<file path="src/rtl/fetch_unit.sv">
// Instruction-fetch stage: owns the PC and issues reads to a synchronous
// instruction memory. Returned words are buffered with their PCs in a
// DEPTH-entry prefetch queue, then handed to decode over valid/ready.
// A redirect flushes the queue and reloads the PC.
module fetch_unit #(
    parameter int unsigned     PC_W     = 8,
    parameter int unsigned     INSTR_W  = 16,
    parameter int unsigned     DEPTH    = 4,
    parameter logic [PC_W-1:0] RESET_PC = '0,
    parameter int unsigned     PC_STEP  = 1
) (
    input  logic                       clock,
    input  logic                       reset,
    output logic                       imem_req,
    output logic [PC_W-1:0]            imem_addr,
    input  logic [INSTR_W-1:0]         imem_rdata,
    input  logic                       redirect,
    input  logic [PC_W-1:0]            redirect_pc,
    output logic                       out_valid,
    input  logic                       out_ready,
    output logic [INSTR_W-1:0]         out_instr,
    output logic [PC_W-1:0]            out_pc,
    output logic [$clog2(DEPTH):0]     fifo_count
);

    localparam int unsigned AW = $clog2(DEPTH);
    localparam int unsigned CW = AW + 1;
    localparam int unsigned OW = CW + 1;

    logic [PC_W-1:0]    pc;
    logic [PC_W-1:0]    req_pc;
    logic               inflight;
    logic [INSTR_W-1:0] instr_mem [DEPTH];
    logic [PC_W-1:0]    pc_mem    [DEPTH];
    logic [AW-1:0]      rd_ptr;
    logic [AW-1:0]      wr_ptr;
    logic [CW-1:0]      count;

    logic               pop;
    logic               push;
    logic [OW-1:0]      committed;
    logic               credit_ok;

    // Handshake, credit check and head-of-queue output decode
    always_comb begin
        out_valid  = (count != '0);
        pop        = out_valid & out_ready;
        push       = inflight & ~redirect;
        // Entries the queue must still hold once this cycle's pop leaves and
        // the in-flight word lands; pop implies count>=1, so no underflow.
        committed  = OW'(count) + OW'(inflight) - OW'(pop);
        credit_ok  = (committed < OW'(DEPTH));
        imem_req   = reset & ~redirect & credit_ok;
        imem_addr  = pc;
        fifo_count = count;
        out_instr  = out_valid ? instr_mem[rd_ptr] : '0;
        out_pc     = out_valid ? pc_mem[rd_ptr]    : '0;
    end

    // PC, in-flight tracking, queue pointers and occupancy; redirect wins
    always_ff @(posedge clock or negedge reset) begin
        if (!reset) begin
            pc       <= RESET_PC;
            req_pc   <= RESET_PC;
            inflight <= 1'b0;
            rd_ptr   <= '0;
            wr_ptr   <= '0;
            count    <= '0;
        end else if (redirect) begin
            // A coincident pop is simply absorbed by the flush.
            pc       <= redirect_pc;
            inflight <= 1'b0;
            rd_ptr   <= '0;
            wr_ptr   <= '0;
            count    <= '0;
        end else begin
            if (push) begin
                wr_ptr <= wr_ptr + AW'(1);
            end
            if (pop) begin
                rd_ptr <= rd_ptr + AW'(1);
            end
            count <= count + CW'(push) - CW'(pop);
            if (imem_req) begin
                req_pc   <= pc;
                pc       <= pc + PC_W'(PC_STEP);
                inflight <= 1'b1;
            end else begin
                inflight <= 1'b0;
            end
        end
    end

    // Queue storage; contents are masked by out_valid so no reset is needed
    always_ff @(posedge clock) begin
        if (push) begin
            instr_mem[wr_ptr] <= imem_rdata;
            pc_mem[wr_ptr]    <= req_pc;
        end
    end

endmodule
</file>
<file path="config.mk">
export PLATFORM = sky130hd
export DESIGN_NAME = fetch_unit
export DESIGN_NICKNAME = d
export VERILOG_FILES = /design/src/rtl/fetch_unit.sv
export SDC_FILE = /design/constraint.sdc
export NUM_CORES = 1
export LEC_CHECK = 0
export ABC_AREA = 1
export CAP_MARGIN = 20
export CORE_MARGIN = 8
export CORE_UTILIZATION = 50
export CTS_CLUSTER_SIZE = 28
export DETAILED_ROUTE_END_ITERATION = 6
export PLACE_DENSITY = 0.73
export SETUP_SLACK_MARGIN = 0.02
export SYNTH_ARGS = -nofsm -noshare
export SYNTH_HDL_FRONTEND = slang
export SYNTH_SLANG_ARGS = --single-unit
</file>
<file path="constraint.sdc">
create_clock -name clock -period 2.4 [get_ports clock]
set_input_delay 0.48 -clock clock [delete_from_list [all_inputs] [get_ports clock]]
set_output_delay 0.48 -clock clock [all_outputs]
set_load 0.005 [all_outputs]
</file>
==> out/summary.json, run 1 <==
{
  "drt": {
    "routed_via_density": 5.30,
    "postRouteWirelength_um": 12900,
    "detail_route.drc_violations": 0,
    "final_antenna_net_count": 0,
    "count_of_vias_placed_by_the_detailed_router": 3943,
    "initialDrtViolationCount": 275,
    "dr.pass1.iters": 5,
    "post_drt_wl_per_cell_um": 17.3
  },
  "hold_path": {
    "worstHoldPathType": "in -> async"
  },
  "critical_path": {
    "critical_path.top_delay_family": "buffers and inverters",
    "startpoint_type": "flop",
    "critical_path_arrival_ps": 2170,
    "reg2regPathDepth": 12,
    "critical_path_buf_inv_count": 4,
    "critical-path-max-stage-delay_ps": 390,
    "ff2ff_setup_slack_ps": 130,
    "cp_max_fo": 4,
    "worstReg2RegStart": "fifo_count[1]$_DFF_PN0_",
    "critical_path.cell_chain": "buf_4 -> ha_1 -> a21oi_2 -> buf_4 -> nand3_1 -> nand2_1 -> nor2_2 -> nand2_2 -> inv_2 -> buf_6",
    "critPathSlowestCell": "dfrtp_1",
    "setup_cp_type": "reg -> out",
    "setup.worst_path.end_class": "output pin",
    "worst_r2r_endpoint": "imem_addr[0]$_DFFE_PN0P_",
    "worstPathRequired_ps": 1920,
    "most_frequent_cell_on_critical_path": "buf_4"
  },
  "floorplan": {
    "fp.dieArea_um2": 13800,
    "floorplan.rows": 37,
    "floorplan.initialDensity_pct": 50.7,
    "core_area_um2": 10100,
    "i_o_pin_cnt": 65,
    "dieHeight_um": 117,
    "chipWidth_um": 117
  },
  "synth": {
    "synth-seq-area-share_pct": 67.7,
    "netlist.top_cell.by_area": "edfxtp_1",
    "synth.distinct_cells": 26,
    "synthesis.area_per_instance_um2": 10.9,
    "synth.yosys.warnings": 0,
    "synthTopCellsByArea": "edfxtp_1 (56%), dfrtp_1 (12%), nor2_1 (8.2%), o21ai_0 (5.4%), nand2_1 (3.7%)",
    "number_of_enable_type_register_cells_in_the_synthesized_netlist": 96,
    "register_bit_count_reported_by_yosys": 120,
    "synth_nets": 508,
    "synthArstFlopShare_pct": 20.0,
    "summed_instance_area_of_the_synthesized_netlist_um2": 5140,
    "top_cell_type_s_share_of_synthesized_area_pct": 56.0,
    "synthesized_instance_count": 471,
    "postSynth.topFlopCell": "edfxtp_1"
  },
  "pwr": {
    "ir_drop_v": 0.000690,
    "power.share.sequential_pct": 31.8,
    "clkPwrFrac_pct": 30.2,
    "power_per_cell_area_nw_per_um2": 1190,
    "power.switching_mw": 2.70,
    "pwr-share-comb_pct": 38.0,
    "power.leakage_nw": 2.91,
    "netSwitchingFraction_pct": 31.4,
    "internal_power_mw": 5.90
  },
  "sta": {
    "final.setup.tns_ps": -2010,
    "transition_time_of_the_tightest_slew_check_pin_ps": 530,
    "grt_setup_unrepaired": "yes",
    "fin_skew_ps": 5.12,
    "worst_slack_ps": -253,
    "setup-violations-final": 18,
    "final.min_clock_period_ps": 2650,
    "finalCritPeriodShare_pct": 111,
    "max_slew_headroom_pct": 64.3,
    "peak_freq_ghz": 0.377,
    "hold_violations": 0,
    "report.final.slew_viol_count": 0
  },
  "clock_network": {
    "cts_tree": "yes",
    "clockRootBuffer": "clkbuf_8",
    "tritoncts.num_buffers": 17,
    "htree_levels": 4,
    "cts.sinks": 120,
    "worst_skew_pair.late_latency_ps": 510,
    "clkSlewWorstSetupHoldPaths_ps": 60,
    "hold_buffers": 0,
    "clock_path_buffers": 2
  },
  "place": {
    "buffer_ports.inserted": 64,
    "place_congestion": 0.793,
    "dp_cells": 681,
    "dp.final_hpwl_um": 6970,
    "post-place-ws_ps": -765
  },
  "grt": {
    "globalRoute.totalOverflow": 0,
    "groute.usage.overall_pct": 19.2,
    "global_route_wire_length_before_repair_um": 21100,
    "number_of_antenna_violations_at_the_first_check_in_global_routing": 0,
    "first_global_vias": 4191,
    "maximum_number_of_pins_on_one_net_before_global_route_repair": 26
  },
  "run": {
    "max_cap_viol_count": 0
  },
  "finish": {
    "share_of_layout_cells_above_drive_strength_1_pct": 28.0,
    "finish.cell_count_without_fillers": 744,
    "layout-area-overhead-vs-synth_pct": 40.4,
    "commonest_non_fill_non_tap_cell_in_the_layout": "nor2_1",
    "most-common-layout-cells": "nor2_1 (106), edfxtp_1 (96), o21ai_0 (50), nand2_1 (50), buf_4 (38)",
    "design.final.nets": 632,
    "insertedDiodeCount": 0
  },
  "status": {
    "run_status": "finished, violations left",
    "failing_checks": "negative setup slack"
  }
}
==> synthesized netlist by cell type, types with 2 or more instances <==
cell type  instances
xor2_1             2
clkbuf_1          14
nand3_1            8
inv_1             31
nor3_1             2
a21oi_1           30
buf_1              3
buf_6              2
o31ai_1            3
ha_1               8
nand2_2            7
o21ai_2            5
dfrtp_1           24
nand2_1           51
edfxtp_1          96
o21ai_0           55
nand4_1            3
nor2_1           113
buf_2              3
nand3_2            5
==> how the worst max path moves through the flow <==
stage / start / to / slack (ps) / depth (start not counted)
6_report: fifo_count[1]$_DFF_PN0_ / imem_req / -250 / 10
5_1_grt: fifo_count[1]$_DFF_PN0_ / imem_req / -340 / 15
4_1_cts: fifo_count[2]$_DFF_PN0_ / imem_req / -250 / 15
3_5_place_dp: out_ready / imem_req / -770 / 14
3_3_place_gp: out_ready / imem_req / -670 / 14
2_1_floorplan: redirect / instr_mem[0][0]$_DFFE_PP_ / -30 / 4
==> final cells by class <==
type,count,area (um2)
sequential,120,3480
fill,691,2920
multi-input combinational,296,1550
timing repair buffer,128,1280
clock buffer,17,414
clock inverter,15,201
tap,136,170
inverter,32,126
==> worst reg2reg max path: stages, from the launching register on <==
cell and delay (ps):
dfrtp_1 390, buf_4 160, ha_1 350, a21oi_2 180, buf_4 130, nand3_1 90
nand2_1 90, nor2_2 40, nand2_2 80, buf_4 300, nand2_2 190, nand2_1 110
nand2_1 60
==> stage by stage <==
step	total power, mW	instance area, um2	utilization, %	hold WS (ps)
4_1_cts	8.50	7180	70.9	412
5_1_grt	9.05	7220	71.2	440
3_5_place_dp	5.23	6170	60.8	498
3_3_place_gp	5.16	6170	60.8	494
2_1_floorplan	3.92	5140	-	184
6_report	8.60	7220	71.2	403
==> cells by family (layout without fill, tap and decap cells) <==
kind of cell	count (synthesis)	in the layout	share of synthesized area (%)
AOI/OAI and AO/OA	94	94	9.68
xor gates and xnor gates	2	2	0.341
adders and majority gates	9	9	2.33
buffers and inverters	55	192	4.45
DFF	120	120	67.7
and+or+nand+nor	191	191	15.5
==> flip-flops by register name, indices dropped and copies added (netlist names) <==
register	cells
fifo_count	3
imem_addr	8
inflight	1
instr_mem	64
pc_mem	32
rd_ptr	2
req_pc	8
wr_ptr	2
==> routing by layer <==
metal	routed length (um)	track usage [%]	up-vias
li1	-	-	1862
met1	5280	22.2	1918
met2	6670	33.1	149
met3	783	6.14	14
met4	160	6.00	0
met5	0	0	-
==> what timing repair did <==
action | in CTS | in global routing
cloned | 5 | 0
setup buffers | 25 | 1
setup endpoints to repair | 25 | 34
pin swaps | 13 | 7
gates resized for setup | 144 | 18
==> power by group through the flow <==
stage / registers (mW) / logic [mW] / clock network [mW]
CTS: 2.72 / 3.17 / 2.60
global placement: 2.76 / 2.40 / 0
floorplan: 2.73 / 1.20 / 0
global route: 2.76 / 3.56 / 2.72
detailed placement: 2.77 / 2.46 / 0
finish: 2.74 / 3.27 / 2.60
Note: power is estimated with default switching activity, not from simulation.
==> inputs of run 2 (changes only) <==
- PLACE_DENSITY: 0.73 -> 0.72
==> run 2 against run 1 <==
  * The run still ends with negative setup slack left
  * Sequential share of layout area increased by 1.3 points
  * Clock power fell by 7.7%
  * Flip-flop and latch count unchanged
  * Sequential power about the same
  * Fmax up 1.7%
  * Final cell count down 2.6%
  * Register-to-register slack better by 40 ps
  * Worst hold slack worse by 11 ps
  * Routed wire length is 7.9% lower
  * Largest cell class unchanged
==> out/summary.json, run 2 (synthesis results as in run 1) <==
{
  "drt": {
    "topRoutingLayerUsed": "met4",
    "final_antenna_net_count": 0,
    "initialDrtViolationCount": 322,
    "wl_met1_um": 4850,
    "dr_wl_met3_um": 640,
    "post_drt_wl_per_cell_um": 16.4,
    "detail_route.drc_violations": 0,
    "wl_met2_um": 6230,
    "count_of_vias_placed_by_the_detailed_router": 3790,
    "dr.pass1.iters": 4,
    "postRouteWirelength_um": 11900,
    "routed_via_density": 5.23
  },
  "clock_network": {
    "clock_path_buffers": 2,
    "hold_buffers": 0,
    "cts_tree": "yes",
    "htree_levels": 4,
    "cts.sinks": 120,
    "worst_skew_pair.late_latency_ps": 510,
    "clockRootBuffer": "clkbuf_8",
    "tritoncts.num_buffers": 17,
    "clkSlewWorstSetupHoldPaths_ps": 50
  },
  "pwr": {
    "power.leakage_nw": 2.76,
    "power_per_cell_area_nw_per_um2": 1160,
    "ir_drop_v": 0.000689
  },
  "sta": {
    "max_slew_headroom_pct": 70.5,
    "final.setup.tns_ps": -2950,
    "hold_violations": 0,
    "grt_setup_unrepaired": "yes",
    "transition_time_of_the_tightest_slew_check_pin_ps": 438,
    "setup-violations-final": 22,
    "final.min_clock_period_ps": 2610,
    "report.final.slew_viol_count": 0,
    "finalCritPeriodShare_pct": 109,
    "fin_skew_ps": 11.7,
    "worst_slack_ps": -207,
    "peak_freq_ghz": 0.384
  },
  "floorplan": {
    "core_area_um2": 10100,
    "dieHeight_um": 117,
    "i_o_pin_cnt": 65,
    "fp.dieArea_um2": 13800,
    "chipWidth_um": 117,
    "floorplan.rows": 37,
    "floorplan.initialDensity_pct": 50.7
  },
  "place": {
    "post-place-ws_ps": -755,
    "dp.final_hpwl_um": 7210,
    "buffer_ports.inserted": 64,
    "place_congestion": 0.804
  },
  "hold_path": {
    "worstHoldPathType": "in -> async"
  },
  "critical_path": {
    "critical-path-max-stage-delay_ps": 390,
    "critical_path.cell_chain": "buf_4 -> ha_2 -> a21oi_2 -> buf_4 -> nand3_1 -> nand2_1 -> nor2_2 -> nand2_2 -> inv_2 -> buf_6",
    "worstReg2RegStart": "fifo_count[1]$_DFF_PN0_",
    "cp_max_fo": 4,
    "worstPathRequired_ps": 1920,
    "ff2ff_setup_slack_ps": 170,
    "startpoint_type": "flop",
    "setup.worst_path.end": "imem_req",
    "critPathLaunch": "fifo_count[1]$_DFF_PN0_",
    "most_frequent_cell_on_critical_path": "buf_4",
    "worst_r2r_endpoint": "imem_addr[6]$_DFFE_PN0P_",
    "setup.worst_path.end_class": "output pin",
    "critPathSlowestCell": "dfrtp_1",
    "critical_path_arrival_ps": 2130,
    "reg2regPathDepth": 12,
    "setup_cp_type": "reg -> out"
  },
  "finish": {
    "fillCellCount": 712,
    "biggest_register": "instr_mem",
    "largest_reg_flops": 64,
    "most-common-layout-cells": "nor2_1 (107), edfxtp_1 (96), o21ai_0 (55), nand2_1 (49), clkdlybuf4s50_1 (39)",
    "layout-area-overhead-vs-synth_pct": 36.7,
    "commonest_non_fill_non_tap_cell_in_the_layout": "nor2_1",
    "share_of_layout_cells_above_drive_strength_1_pct": 25.3,
    "reg_top3": "instr_mem x64, pc_mem x32",
    "insertedDiodeCount": 0,
    "design.final.nets": 613
  },
  "grt": {
    "globalRoute.totalOverflow": 0,
    "global_route_wire_length_before_repair_um": 19500,
    "maximum_number_of_pins_on_one_net_before_global_route_repair": 37,
    "first_global_vias": 3882,
    "number_of_antenna_violations_at_the_first_check_in_global_routing": 0,
    "groute.usage.overall_pct": 17.7
  },
  "status": {
    "run_status": "finished, violations left",
    "failing_checks": "negative setup slack"
  },
  "run": {
    "max_cap_viol_count": 0
  }
}
-- run 2: layer usage --
metal | up-vias | global-route usage, %
met5 | - | 0
met4 | 0 | 6.89
met3 | 12 | 6.09
met2 | 104 | 30.3
met1 | 1850 | 19.9
li1 | 1824 | -
-- run 2: how the worst min path moves through the flow --
stage | startpoint | to | slack [ps] | depth (start not counted)
global placement | req_pc[7]$_DFFE_PN0P_ | pc_mem[2][7]$_DFFE_PP_ | 500 | 0
detailed placement | req_pc[2]$_DFFE_PN0P_ | pc_mem[1][2]$_DFFE_PP_ | 510 | 0
global route | reset | imem_addr[1]$_DFFE_PN0P_ | 420 | 2
CTS | reset | imem_addr[1]$_DFFE_PN0P_ | 390 | 2
floorplan | reset | fifo_count[0]$_DFF_PN0_ | 180 | 0
finish | reset | imem_addr[1]$_DFFE_PN0P_ | 390 | 2
-- run 2: power breakdown --
group,internal (mW),total [mW],switching (mW)
Clock,1.56,2.40,0.834
Combinational,1.55,3.01,1.47
Sequential,2.53,2.74,0.208
Total,5.64,8.15,2.51
-- run 2: area by class of cell --
type	count	area [um2]	share of cell area, %
flip-flops and latches	120	3480	49.5
multi-input cells	296	1560	22.1
repair buffers	109	1120	15.9
clock buffers	25	515	7.33
well taps	136	170	2.42
inverters	32	124	1.76
clock inverters	7	65.1	0.925
-- run 2: timing repair --
action,in CTS,in global routing
pin swaps,7,5
buffers inserted,5,1
setup endpoints to repair,25,33
gates cloned,2,0
resized for setup,95,16
-- run 2: metrics by stage --
stage / std cells / instance area [um2] / hold WS (ps) / total power, mW / util [%]
after floorplan: 471 / 5140 / 184 / 3.92 / -
after global placement: 686 / 6200 / 500 / 5.19 / 61.2
after detailed placement: 686 / 6200 / 510 / 5.26 / 61.2
after CTS: 724 / 6990 / 386 / 8.07 / 68.9
after global routing: 725 / 7030 / 421 / 8.60 / 69.4
final: 725 / 7030 / 392 / 8.15 / 69.4
-- run 2: worst max-delay path, delay by kind of cell, from the launching register on --
kind                     cells  cell delay [ps]
buffers and inverters        4              440
flip-flops                   1              390
adder cells (fa/ha/maj)      1              330
AND/OR/NAND/NOR              4              260
AO/OA/AOI/OAI                1              190
